===== config.mk =====
export PLATFORM = sky130hd
export DESIGN_NAME = iir_feeder_flat
export DESIGN_NICKNAME = d
export VERILOG_FILES = /design/src/rtl/iir_feeder_if.sv /design/src/rtl/iir_feeder.sv /design/src/flat_wrapper.sv
export SDC_FILE = /design/constraint.sdc
export NUM_CORES = 1
export LEC_CHECK = 0
export BUFFER_PORTS_ARGS = -buffer_cell sky130_fd_sc_hd__buf_2
export CORE_UTILIZATION = 40
export CTS_CLUSTER_SIZE = 16
export DETAILED_ROUTE_END_ITERATION = 8
export GPL_TIMING_DRIVEN = 0
export PLACE_DENSITY = 0.55
export SYNTH_ARGS = -nofsm -noshare
export SYNTH_HDL_FRONTEND = slang
export SYNTH_SLANG_ARGS = --single-unit

===== constraint.sdc =====
create_clock -name clk -period 7.89 [get_ports clk]
set_clock_uncertainty 0.1 [all_clocks]
set_input_delay 0.789 -clock clk [delete_from_list [all_inputs] [get_ports clk]]
set_output_delay 0.789 -clock clk [all_outputs]
set_load 0.1 [all_outputs]

===== src/rtl/iir_feeder_if.sv =====
// Handshake and configuration bundle between a host/IIR environment and iir_feeder.
// The ovf signal exists only when IIR_FEEDER_OVF_EN is defined.
interface iir_feeder_if;
  logic        cfg_we;
  logic [2:0]  cfg_addr;
  logic [15:0] cfg_data;
  logic        go;
  logic        s_valid;
  logic [7:0]  s_data;
  logic        s_full;
  logic [3:0]  s_count;
  logic        iir_ready;
  logic        iir_done;
  logic        iir_start;
  logic [15:0] params;
  logic        start;
  logic [7:0]  din;
  logic        busy;
  logic [15:0] issued;
`ifdef IIR_FEEDER_OVF_EN
  logic        ovf;
`endif

  modport master (
`ifdef IIR_FEEDER_OVF_EN
    input  ovf,
`endif
    output cfg_we, cfg_addr, cfg_data, go, s_valid, s_data, iir_ready, iir_done,
    input  s_full, s_count, iir_start, params, start, din, busy, issued
  );

  modport slave (
`ifdef IIR_FEEDER_OVF_EN
    output ovf,
`endif
    input  cfg_we, cfg_addr, cfg_data, go, s_valid, s_data, iir_ready, iir_done,
    output s_full, s_count, iir_start, params, start, din, busy, issued
  );
endinterface


===== src/rtl/iir_feeder.sv =====
// Sample FIFO plus coefficient loader that sequences a downstream IIR filter.
// Optional sticky overflow flag enabled by defining IIR_FEEDER_OVF_EN.
//
// state    | meaning
// IDLE     | coefficients writable, params shows a1, waits for go
// PARAM    | streams coef[0..4] on params, iir_start with k=0
// WAIT_RDY | waits for iir_ready with a non-empty FIFO
// ISSUE    | one-cycle start strobe, FIFO head on din, pop
// WAIT_ACK | waits for iir_ready low before re-arming
module iir_feeder (
  input  logic clk,
  input  logic reset,
  iir_feeder_if.slave bus
);

  typedef enum logic [2:0] {IDLE, PARAM, WAIT_RDY, ISSUE, WAIT_ACK} state_e;

  state_e      state_q, state_d;
  logic [2:0]  k_q, k_d;
  logic [15:0] coef_q [5];
  logic [15:0] coef_d [5];
  logic [7:0]  mem_q [8];
  logic [2:0]  wptr_q, wptr_d, rptr_q, rptr_d;
  logic [3:0]  count_q, count_d;
  logic [15:0] params_q, params_d;
  logic [7:0]  din_q, din_d;
  logic        start_q, start_d;
  logic        iir_start_q, iir_start_d;
  logic        busy_q, busy_d;
  logic [15:0] issued_q, issued_d;
  logic        full, push, pop;

  assign full = (count_q == 4'd8);
  assign push = bus.s_valid && !full;
  assign pop  = (state_q == ISSUE);

  always_comb begin
    coef_d = coef_q;
    if (bus.cfg_we && state_q == IDLE && bus.cfg_addr <= 3'd4)
      coef_d[bus.cfg_addr] = bus.cfg_data;

    wptr_d   = push ? wptr_q + 3'd1 : wptr_q;
    rptr_d   = pop  ? rptr_q + 3'd1 : rptr_q;
    count_d  = count_q + {3'b000, push} - {3'b000, pop};
    issued_d = pop ? issued_q + 16'd1 : issued_q;

    state_d     = state_q;
    k_d         = k_q;
    params_d    = params_q;
    din_d       = din_q;
    start_d     = 1'b0;
    iir_start_d = 1'b0;

    case (state_q)
      IDLE: begin
        params_d = coef_d[0];
        if (bus.go) begin
          state_d     = PARAM;
          k_d         = 3'd0;
          issued_d    = 16'd0;
          iir_start_d = 1'b1;
        end
      end
      PARAM: begin
        if (k_q == 3'd4) begin
          state_d = WAIT_RDY;
        end else begin
          k_d      = k_q + 3'd1;
          params_d = coef_q[k_q + 3'd1];
        end
      end
      WAIT_RDY: begin
        if (bus.iir_ready && count_q != 4'd0) begin
          state_d = ISSUE;
          start_d = 1'b1;
          din_d   = mem_q[rptr_q];
        end
      end
      ISSUE: state_d = WAIT_ACK;
      WAIT_ACK: begin
        // The IIR drops ready one cycle late; only a sampled low re-arms us.
        if (!bus.iir_ready) state_d = WAIT_RDY;
      end
      default: state_d = IDLE;
    endcase

    // Done aborts any session; an in-flight ISSUE still pops via pop above.
    if (state_q != IDLE && bus.iir_done) begin
      state_d     = IDLE;
      k_d         = 3'd0;
      params_d    = coef_q[0];
      din_d       = din_q;
      start_d     = 1'b0;
      iir_start_d = 1'b0;
    end

    busy_d = (state_d != IDLE);
  end

  always_ff @(posedge clk or posedge reset) begin
    if (reset) begin
      state_q     <= IDLE;
      k_q         <= 3'd0;
      for (int i = 0; i < 5; i++) coef_q[i] <= 16'd0;
      wptr_q      <= 3'd0;
      rptr_q      <= 3'd0;
      count_q     <= 4'd0;
      params_q    <= 16'd0;
      din_q       <= 8'd0;
      start_q     <= 1'b0;
      iir_start_q <= 1'b0;
      busy_q      <= 1'b0;
      issued_q    <= 16'd0;
    end else begin
      state_q     <= state_d;
      k_q         <= k_d;
      coef_q      <= coef_d;
      wptr_q      <= wptr_d;
      rptr_q      <= rptr_d;
      count_q     <= count_d;
      params_q    <= params_d;
      din_q       <= din_d;
      start_q     <= start_d;
      iir_start_q <= iir_start_d;
      busy_q      <= busy_d;
      issued_q    <= issued_d;
    end
  end

  // Storage needs no reset: occupancy and pointers define validity.
  always_ff @(posedge clk) begin
    if (push) mem_q[wptr_q] <= bus.s_data;
  end

`ifdef IIR_FEEDER_OVF_EN
  logic ovf_q;
  always_ff @(posedge clk or posedge reset) begin
    if (reset) ovf_q <= 1'b0;
    else if (bus.s_valid && full) ovf_q <= 1'b1;
  end
  assign bus.ovf = ovf_q;
`endif

  assign bus.s_full    = full;
  assign bus.s_count   = count_q;
  assign bus.params    = params_q;
  assign bus.din       = din_q;
  assign bus.start     = start_q;
  assign bus.iir_start = iir_start_q;
  assign bus.busy      = busy_q;
  assign bus.issued    = issued_q;

endmodule


===== src/flat_wrapper.sv =====
// flat-port wrapper written by rule: the top's interface ports become plain ports
module iir_feeder_flat 
  (clk, reset, bus_cfg_we, bus_cfg_addr, bus_cfg_data, bus_go, bus_s_valid, bus_s_data, bus_iir_ready, bus_iir_done, bus_s_full, bus_s_count, bus_iir_start, bus_params, bus_start, bus_din, bus_busy, bus_issued);
  iir_feeder_if bus_i ();
  input  logic clk;
  input  logic reset;
  input wire logic [$bits(bus_i.cfg_we)-1:0] bus_cfg_we;
  input wire logic [$bits(bus_i.cfg_addr)-1:0] bus_cfg_addr;
  input wire logic [$bits(bus_i.cfg_data)-1:0] bus_cfg_data;
  input wire logic [$bits(bus_i.go)-1:0] bus_go;
  input wire logic [$bits(bus_i.s_valid)-1:0] bus_s_valid;
  input wire logic [$bits(bus_i.s_data)-1:0] bus_s_data;
  input wire logic [$bits(bus_i.iir_ready)-1:0] bus_iir_ready;
  input wire logic [$bits(bus_i.iir_done)-1:0] bus_iir_done;
  output wire logic [$bits(bus_i.s_full)-1:0] bus_s_full;
  output wire logic [$bits(bus_i.s_count)-1:0] bus_s_count;
  output wire logic [$bits(bus_i.iir_start)-1:0] bus_iir_start;
  output wire logic [$bits(bus_i.params)-1:0] bus_params;
  output wire logic [$bits(bus_i.start)-1:0] bus_start;
  output wire logic [$bits(bus_i.din)-1:0] bus_din;
  output wire logic [$bits(bus_i.busy)-1:0] bus_busy;
  output wire logic [$bits(bus_i.issued)-1:0] bus_issued;
  assign bus_i.cfg_we = bus_cfg_we;
  assign bus_i.cfg_addr = bus_cfg_addr;
  assign bus_i.cfg_data = bus_cfg_data;
  assign bus_i.go = bus_go;
  assign bus_i.s_valid = bus_s_valid;
  assign bus_i.s_data = bus_s_data;
  assign bus_i.iir_ready = bus_iir_ready;
  assign bus_i.iir_done = bus_iir_done;
  assign bus_s_full = bus_i.s_full;
  assign bus_s_count = bus_i.s_count;
  assign bus_iir_start = bus_i.iir_start;
  assign bus_params = bus_i.params;
  assign bus_start = bus_i.start;
  assign bus_din = bus_i.din;
  assign bus_busy = bus_i.busy;
  assign bus_issued = bus_i.issued;
  iir_feeder u_core (.clk(clk), .reset(reset), .bus(bus_i));
endmodule

* Word level (Yosys, flattened, before mapping)
Memories as Yosys holds them, arrays and structs flattened. A register that Yosys moved wholly into a read port is not among the register bits. Cells that the tools add are included. Widths: inputs -> output; s select.
Cells by class: multiplexer cells 31, add/sub/neg operators 6, bitwise operators 3, reductions and logical operators 15, eq/ne operators 8, order comparisons 4
Operators by type and width (number):
- $mux 16 | 8
- $bwmux 80 | 1
- $mux 80 | 1
- $bmux 16 s3 | 1
- $demux 16 s3 | 1
- $pmux 16 s2 | 1
- $mux 3 | 8
- $add 16x1->16 const B | 1
- $pmux 3 s5 | 1
- $add 3x1->3 const B | 3
- $reduce_bool 3->1 | 3
- $ge 4x4->1 const B | 2
- $mux 1 | 8
- $not 3->4 | 2
- $eq 3x2->1 const B | 2
- $eq 3x3->1 const B | 2
- $logic_and 1x1->1 | 6
- $ne 3x3->1 const B | 2
- $pmux 3 s2 | 1
- $reduce_and 3->1 | 2
- $add 4x1->4 | 1
- $eq 4x4->1 const B | 1
- $lt 4x1->1 const B | 1
- $reduce_bool 4->1 | 1
- 7 further kinds | 7
Storage, ports and cells: word-level logic and storage cells 83, input port bits 34, memories kept 1, memory bits (writable) 64, bits in registers 131
Memory list:
- u_core.mem_q | depth 8, width 8, read ports 1, clocked after Yosys merged registers in 1, wr ports 1, line iir_feeder.sv:22 | logic [7:0] mem_q [8];

* Depth between registers and ports, before layout
Gate-level depths: netlist (run 1).
depth in word-level cells 9, depth in mapped cells 13, gate-level depth less buffers 8

* Least setup slack after synthesis (run 1)
OpenSTA, ideal clock, no wires.
kind register to register, start point register u_core.count_q[3], in the netlist u_core.bus.s_count[3], end point register u_core.count_q[1], in the netlist u_core.bus.s_count[1], data arrival time 4.478 ns, library setup time 0.064 ns, setup slack 3.248 ns, buffers on the path 1, clock period less this slack 4.642 ns, cell stages (with the launch flop) 9, cells stage by stage dfrtp_1 ha_1 nor3b_1 nor2b_1 clkbuf_1 ha_1 inv_1 fa_1 inv_1
On the way: longest elaborated chain between the ends 5
RTL lines:
- start: declaration | line iir_feeder.sv:24 | logic [3:0] count_q, count_d;
- start signal: assignment | line iir_feeder.sv:120 | count_q <= count_d;
- $eq 4x4->1 | line iir_feeder.sv:33 | assign full = (count_q == 4'd8);
- via bus_s_full | line flat_wrapper.sv:15 | output wire logic [$bits(bus_i.s_full)-1:0] bus_s_full;
- $logic_not 1->1 | line iir_feeder.sv:34 | assign push = bus.s_valid && !full;
- $logic_and 1x1->1 | line iir_feeder.sv:34
- via u_core.push | line iir_feeder.sv:31 | logic full, push, pop;
- $add 4x1->4 | line iir_feeder.sv:44 | count_d = count_q + {3'b000, push} - {3'b000, pop};
- $sub 4x1->4 | line iir_feeder.sv:44
- via u_core.count_d[1] | line iir_feeder.sv:24
The timed path passes the listed nets, and every way through them passes these cells. A chain may end at the register's enable or synchronous reset.

* Worst setup path in the final report (run 1)
start point register u_core.k_q[0], end point register u_core.params_q[0], in the netlist u_core.bus.params[0]
On the way: longest elaborated chain between the ends 8, elaborated cells on any way between the ends 11, classes of those cells add/sub: 1; eq/ne: 2; mux: 6; bitwise: 1; reduce/logical: 1
RTL lines:
- start: declaration | line iir_feeder.sv:19 | logic [2:0] k_q, k_d;
- start signal: assignment | line iir_feeder.sv:116 | k_q <= k_d;
- $add 3x1->3 | line iir_feeder.sv:69 | params_d = coef_q[k_q + 3'd1];
- $not 3->4 (not written as such) | line iir_feeder.sv:69
- $bmux 16 s3 | line iir_feeder.sv:69
- $mux 16 (not written as such) (2 in series) | line iir_feeder.sv:69
- $mux 16 | line iir_feeder.sv:65 | if (k_q == 3'd4) begin
- $pmux 16 s2 | line iir_feeder.sv:54 | case (state_q)
- $mux 16 | line iir_feeder.sv:88 | if (state_q != IDLE && bus.iir_done) begin
- end signal: assignment | line iir_feeder.sv:121 | params_q <= params_d;
- end: declaration | line iir_feeder.sv:25 | logic [15:0] params_q, params_d;
Several ways; a longest one is shown, not always the timed one. The select of a mux whose other input is x is not followed.

==> metrics, run 1 <==
initial antenna violation count 2; outcome completed; Clk pin slew, worst setup/hold paths ~60 ps; Yosys top cell by area dfrtp_1; critical path's largest stage delay roughly 570 ps; syn_nets approximately 720; Crit. End Element flop; PortBufs slightly above 80; Final #Nets about 830; drt initial violations 467; Place WS 3554 ps; syn avg cell area roughly 14 sq um; vias in the first global route between 6,000 and 7,000; final wirelength about 22 mm; count of cell types in the netlist 54; CTS root buffer clkbuf_16; HP Class input port to asynchronous set/reset pin; placed cell area ~0.010 sq mm; CTS Buf Count 24; Die X approximately 150 um; Starting Density roughly 41%; Longest Clk Path Bufs 3; Clock Sinks slightly above 200; Final Hold Viols 0; asr flop ratio synth approximately 70%; hpwl dp between 10 and 15 mm; cells on worst reg2reg path 12; layout cell share with drive strength beyond 1 32.96%; # Post-CTS Setup Buffers 0; GRT Util Overall roughly a fifth; DRC 0; Core Area roughly 0.023 sq mm; floorplan row count 55; Final Cycle Share 54.51%; post-route setup slack approximately 3600 ps; CP Max Fanout 10; first-pass GRT wire length 35.20 mm; RD Place Congestion about 0.77; Clk Latency, worst-skew pair 520 ps; remaining global-route overflow 0; critical path class flop to flop; Final Max Tran Viols 0; FMAX 232.5 MHz; PostCTS Resize Cnt 0; shortest period the worst path allows ~4300 ps; routed len/inst about 20 um; final setup vio count 0; max_slew headroom roughly 34%; H-tree levels 1; Worst Path Arrival 4590 ps; LEAKAGE 0.004726 uW; CP startpoint kind flop; post-synthesis sequential area ratio roughly 58%; synthesized area about 0.0093 sq mm; EDFF count, synth 64; flops & latches, synth around 200; Worst-Margin Slew 985.8 ps; Max-Cap Viols 0; hold buffers post-CTS 0; post-route ant nets 0; RSZ-0062 raised after global routing no; vias around 6,100; PwrDens roughly 340 mW/mm^2; top cells by area, synth dfrtp_1, edfxtp_1, mux4_2; DR vias/cell 5.434; Data required, critical path approximately 8000 ps; post-route cell area ~0.011 sq mm; I/O pin total 82; TritonCTS clock tree built; Critical Path Slowest Stage Cell mux4_2; cells after synthesis 675; Setup TNS 0 ps; commonest register cell after synthesis dfrtp_1; Syn. warnings 0; first-pass iteration count of the detailed router 5; chip height 154.8 um; die area approximately 0.024 sq mm; maximum vdd drop about 0.18 mV; Synth top area share approximately 37%; Top cell by count, worst path buf_2; Syn-to-layout area delta 17.59%; largest net degree at the start of global routing 89; cells along the critical path buf_2, buf_2, clkbuf_1, buf_2, inv_1, ha_1, buf_2, buf_2, mux4_2, mux2i_1, nor2_1, o32a_1
[power by group]
part | leakage (uW) | total (uW) | switching, uW | internal [uW]
registers | 0.00234 | 1480 | 141 | 1340
logic | 0.00199 | 1130 | 718 | 413
clock network | 0.000396 | 1110 | 432 | 677
[routing by layer]
metal  wire length, um  GRT usage (%)
met2             10150          29.76
met1             10110          27.20
met3              1443          3.783
met4               507          4.998
met5                 0              0
[cell type report]
class / count / area, sq um
clock inverter: 14 / 157.7
timing repair buffer: 82 / 432.9
clock buffer: 30 / 643.1
sequential: 203 / 5400
inverter: 31 / 121.4
multi-input combinational: 400 / 3628
fill: 2025 / 11800
antenna: 1 / 2.502
tap: 313 / 391.6
buffer: 41 / 202.7
[stage by stage]
| stage | std cells | power, uW | hold slack [ps] | util [%] |
|---|---|---|---|---|
| 2_1_floorplan | 675 | 2368 | 359.4 | - |
| 3_3_place_gp | 1069 | 2594 | 369.8 | 44.49 |
| 3_5_place_dp | 1070 | 2635 | 381.3 | 44.68 |
| 4_1_cts | 1114 | 3755 | 231.4 | 48.20 |
| 5_1_grt | 1114 | 3888 | 266.2 | 48.20 |
| 6_report | 1115 | 3720 | 222.4 | 48.21 |
[path summary, 6_finish.rpt]
check / end / slack (ps) / from
min: u_core.bus.issued[10] / 220 / reset
max in group asynchronous: u_core.coef_q[68] / 6660 / reset
max: u_core.bus.params[0] / 3590 / u_core.k_q[0]
min reg2reg: flop / 390 / flop
min in group clk: flop / 390 / flop
max reg2reg: u_core.bus.params[0] / 3590 / u_core.k_q[0]
[cells by family (layout without fill, tap and decap cells)]
family,after synthesis,after routing,share of synthesized area [%]
adders and majority gates,12,12,1.688
other,0,1,0
DFF,203,203,57.83
and+or+nand+nor,151,151,9.474
AOI/OAI and AO/OA,99,99,6.552
xor gates and xnor gates,18,18,1.688
buffers and inverters,72,198,3.417
muxes,120,120,19.35
[cells in the final DEF (no fill, tap or decap), types with 18 or more instances in the layout]
master / n
a21oi_1: 52
buf_2: 96
clkbuf_1: 24
clkbuf_16: 24
dfrtp_1: 139
edfxtp_1: 64
inv_1: 30
mux2_2: 55
mux2_4: 26
mux4_2: 32
nand2_1: 26
nand2b_1: 18
nand3_1: 20
nand4_1: 22
nor2_1: 28
[cell usage after synthesis, types with 16 or more instances]
master	count
a21oi_1	52
clkbuf_1	20
dfrtp_1	139
edfxtp_1	64
inv_1	31
mux2_2	55
mux2_4	26
mux4_2	32
nand2_1	26
nand2b_1	18
nand3_1	20
nand4_1	22
nor2_1	28
o32a_1	16
[critical path: cells and delay by family (launching register included)]
kind            cells  cell delay (ps)
flops               1              350
simple gates        1               60
mux                 2              710
buf+inv             7             2310
fa+ha+maj           1              270
compound gates      1              360
(Power assumes the default switching activity.)
==> run 2: changes to the inputs <==
==> constraint.sdc (replaced) <==
create_clock -name clk -period 4.5 [get_ports clk]
set_clock_uncertainty 0.1 [all_clocks]
set_input_delay 0.45 -clock clk [delete_from_list [all_inputs] [get_ports clk]]
set_output_delay 0.45 -clock clk [all_outputs]
set_load 0.1 [all_outputs]
==> run 2 against run 1 <==
Effect of this change: clock power grew 75%; cell area about the same; die area unchanged; final cell count unchanged; hold slack lost 100 ps; sequential power increased by 75%; critical endpoint unchanged.
==> metrics, run 2 (synthesis results as in run 1) <==
# fillers 1,977; CTS Buf Count 23; DR vias/cell 5.438; Data required, critical path roughly 4800 ps; post-route ant nets 0; Setup TNS 0 ps; H-tree levels 1; placed cell area around 0.010 sq mm; DRC 0; vias between 6,000 and 7,000; most frequent cells in the layout dfrtp_1, buf_2, edfxtp_1; critical path's largest stage delay around 570 ps; Clk pin slew, worst setup/hold paths approximately 60 ps; layout cell share with drive strength beyond 1 between 30% and 40%; Worst Path Arrival roughly 4500 ps; outcome completed; most common cell after layout, fill and taps aside dfrtp_1; CTS root buffer clkbuf_16; LEAKAGE 0.004735 uW; largest net degree at the start of global routing 82; maximum vdd drop around 0.26 mV; max_slew headroom a little under 30%; die area approximately 0.024 sq mm; GRT Util Overall 19.67%; Final #Nets 831; Clock Sinks a little over 200; RSZ-0062 raised after global routing no; routed len/inst roughly 21 um; Clk Latency, worst-skew pair about 500 ps; chip height approximately 150 um; Worst-Margin Slew around 1000 ps; PwrDens just under 600 mW/mm^2; Top cell by count, worst path buf_2; critical path class flop to flop; floorplan row count 55; drt initial violations between 400 and 500; Critical Path Slowest Stage Cell mux4_2; Multi-input gate area between 0.003 and 0.004 sq mm; TritonCTS clock tree built; Core Area 0.02278 sq mm; RD Place Congestion ~0.81; HP Class input port to flop; first-pass GRT wire length between 30 and 40 mm; cells on worst reg2reg path 12; Sequential cell area between 0.005 and 0.006 sq mm; final setup vio count 0; Final Max Tran Viols 0; vias in the first global route 6,447; Crit. End Element flop; CP startpoint kind flop; CP Max Fanout 10; cells along the critical path buf_2, buf_2, clkbuf_2, buf_2, inv_1, ha_1, buf_2, buf_2, mux4_2, mux2i_1, nor2_1, o32a_1; Die X around 150 um; first-pass iteration count of the detailed router 4; final wirelength 22.92 mm; remaining global-route overflow 0; ANT cells 0; post-route cell area about 0.011 sq mm; FMAX roughly 240 MHz; Longest Clk Path Bufs 3; Final Cycle Share 92.72%; hold depth 1; # Post-CTS Setup Buffers 0; PortBufs between 80 and 90; Syn-to-layout area delta 17.65%; initial antenna violation count 2; I/O pin total 82; hpwl dp ~15 mm; Starting Density 40.99%; Final Hold Viols 0; Max-Cap Viols 0; shortest period the worst path allows about 4200 ps
-- run 2: path summary, 6_finish.rpt --
kind,startpoint,endpoint,slack (ps)
max,u_core.k_q[0],u_core.bus.params[0],330
min,bus_s_data[2],u_core.mem_q[4][2],120
max reg2reg,u_core.k_q[0],u_core.bus.params[0],330
min reg2reg,flop,flop,390
max in group asynchronous,reset,asynchronous set/reset pin,3020
min in group asynchronous,reset,u_core.bus.issued[10],470
-- run 2: stage by stage --
stage                     instances  utilization [%]  power [uW]  hold slack [ps]  setup WS, ps
final                          1115            48.23        6543            117.8         327.4
after global routing           1115            48.23        6842            116.7         90.72
after CTS                      1115            48.22        6604            100.8         32.77
after detailed placement       1072            44.72        4646            379.6         54.27
after global placement         1069            44.52        4554            373.2         -1381
after floorplan                 675                -        4155            359.4         225.5
-- run 2: power by group --
group	internal (uW)	total [uW]	switching, uW
combinational	732	2010	1280
sequential	2340	2590	250
clock	1200	1940	737
-- run 2: timing repair --
action	in CTS	in global routing
resized for setup	0	2
endpoints found under the setup margin	0	10
hold buffers	1	0
endpoints found under the hold margin	58	0
-- run 2: area by class of cell --
cell class,instances,area share (%)
well taps,313,3.565
clock buffers,29,5.626
inverters,31,1.105
flip-flops and latches,203,49.16
repair buffers,85,4.169
clock inverters,13,1.538
multi-input cells,400,32.98
plain buffers,41,1.857
-- run 2: critical path, delay by kind of cell (launching register included) --
kind	cells	cell delay, ps
buffers and inverters	7	2180
AO/OA/AOI/OAI	1	360
flip-flops	1	350
multiplexers	2	710
AND/OR/NAND/NOR	1	60
adder cells (fa/ha/maj)	1	270
-- run 2: routing by layer --
metal  part of all wire, %  global-route usage [%]
met1                    47                   28.52
met2                    46                   30.70
met3                   5.3                   3.166
met4                   1.7                   5.328
met5                 0.044                       0
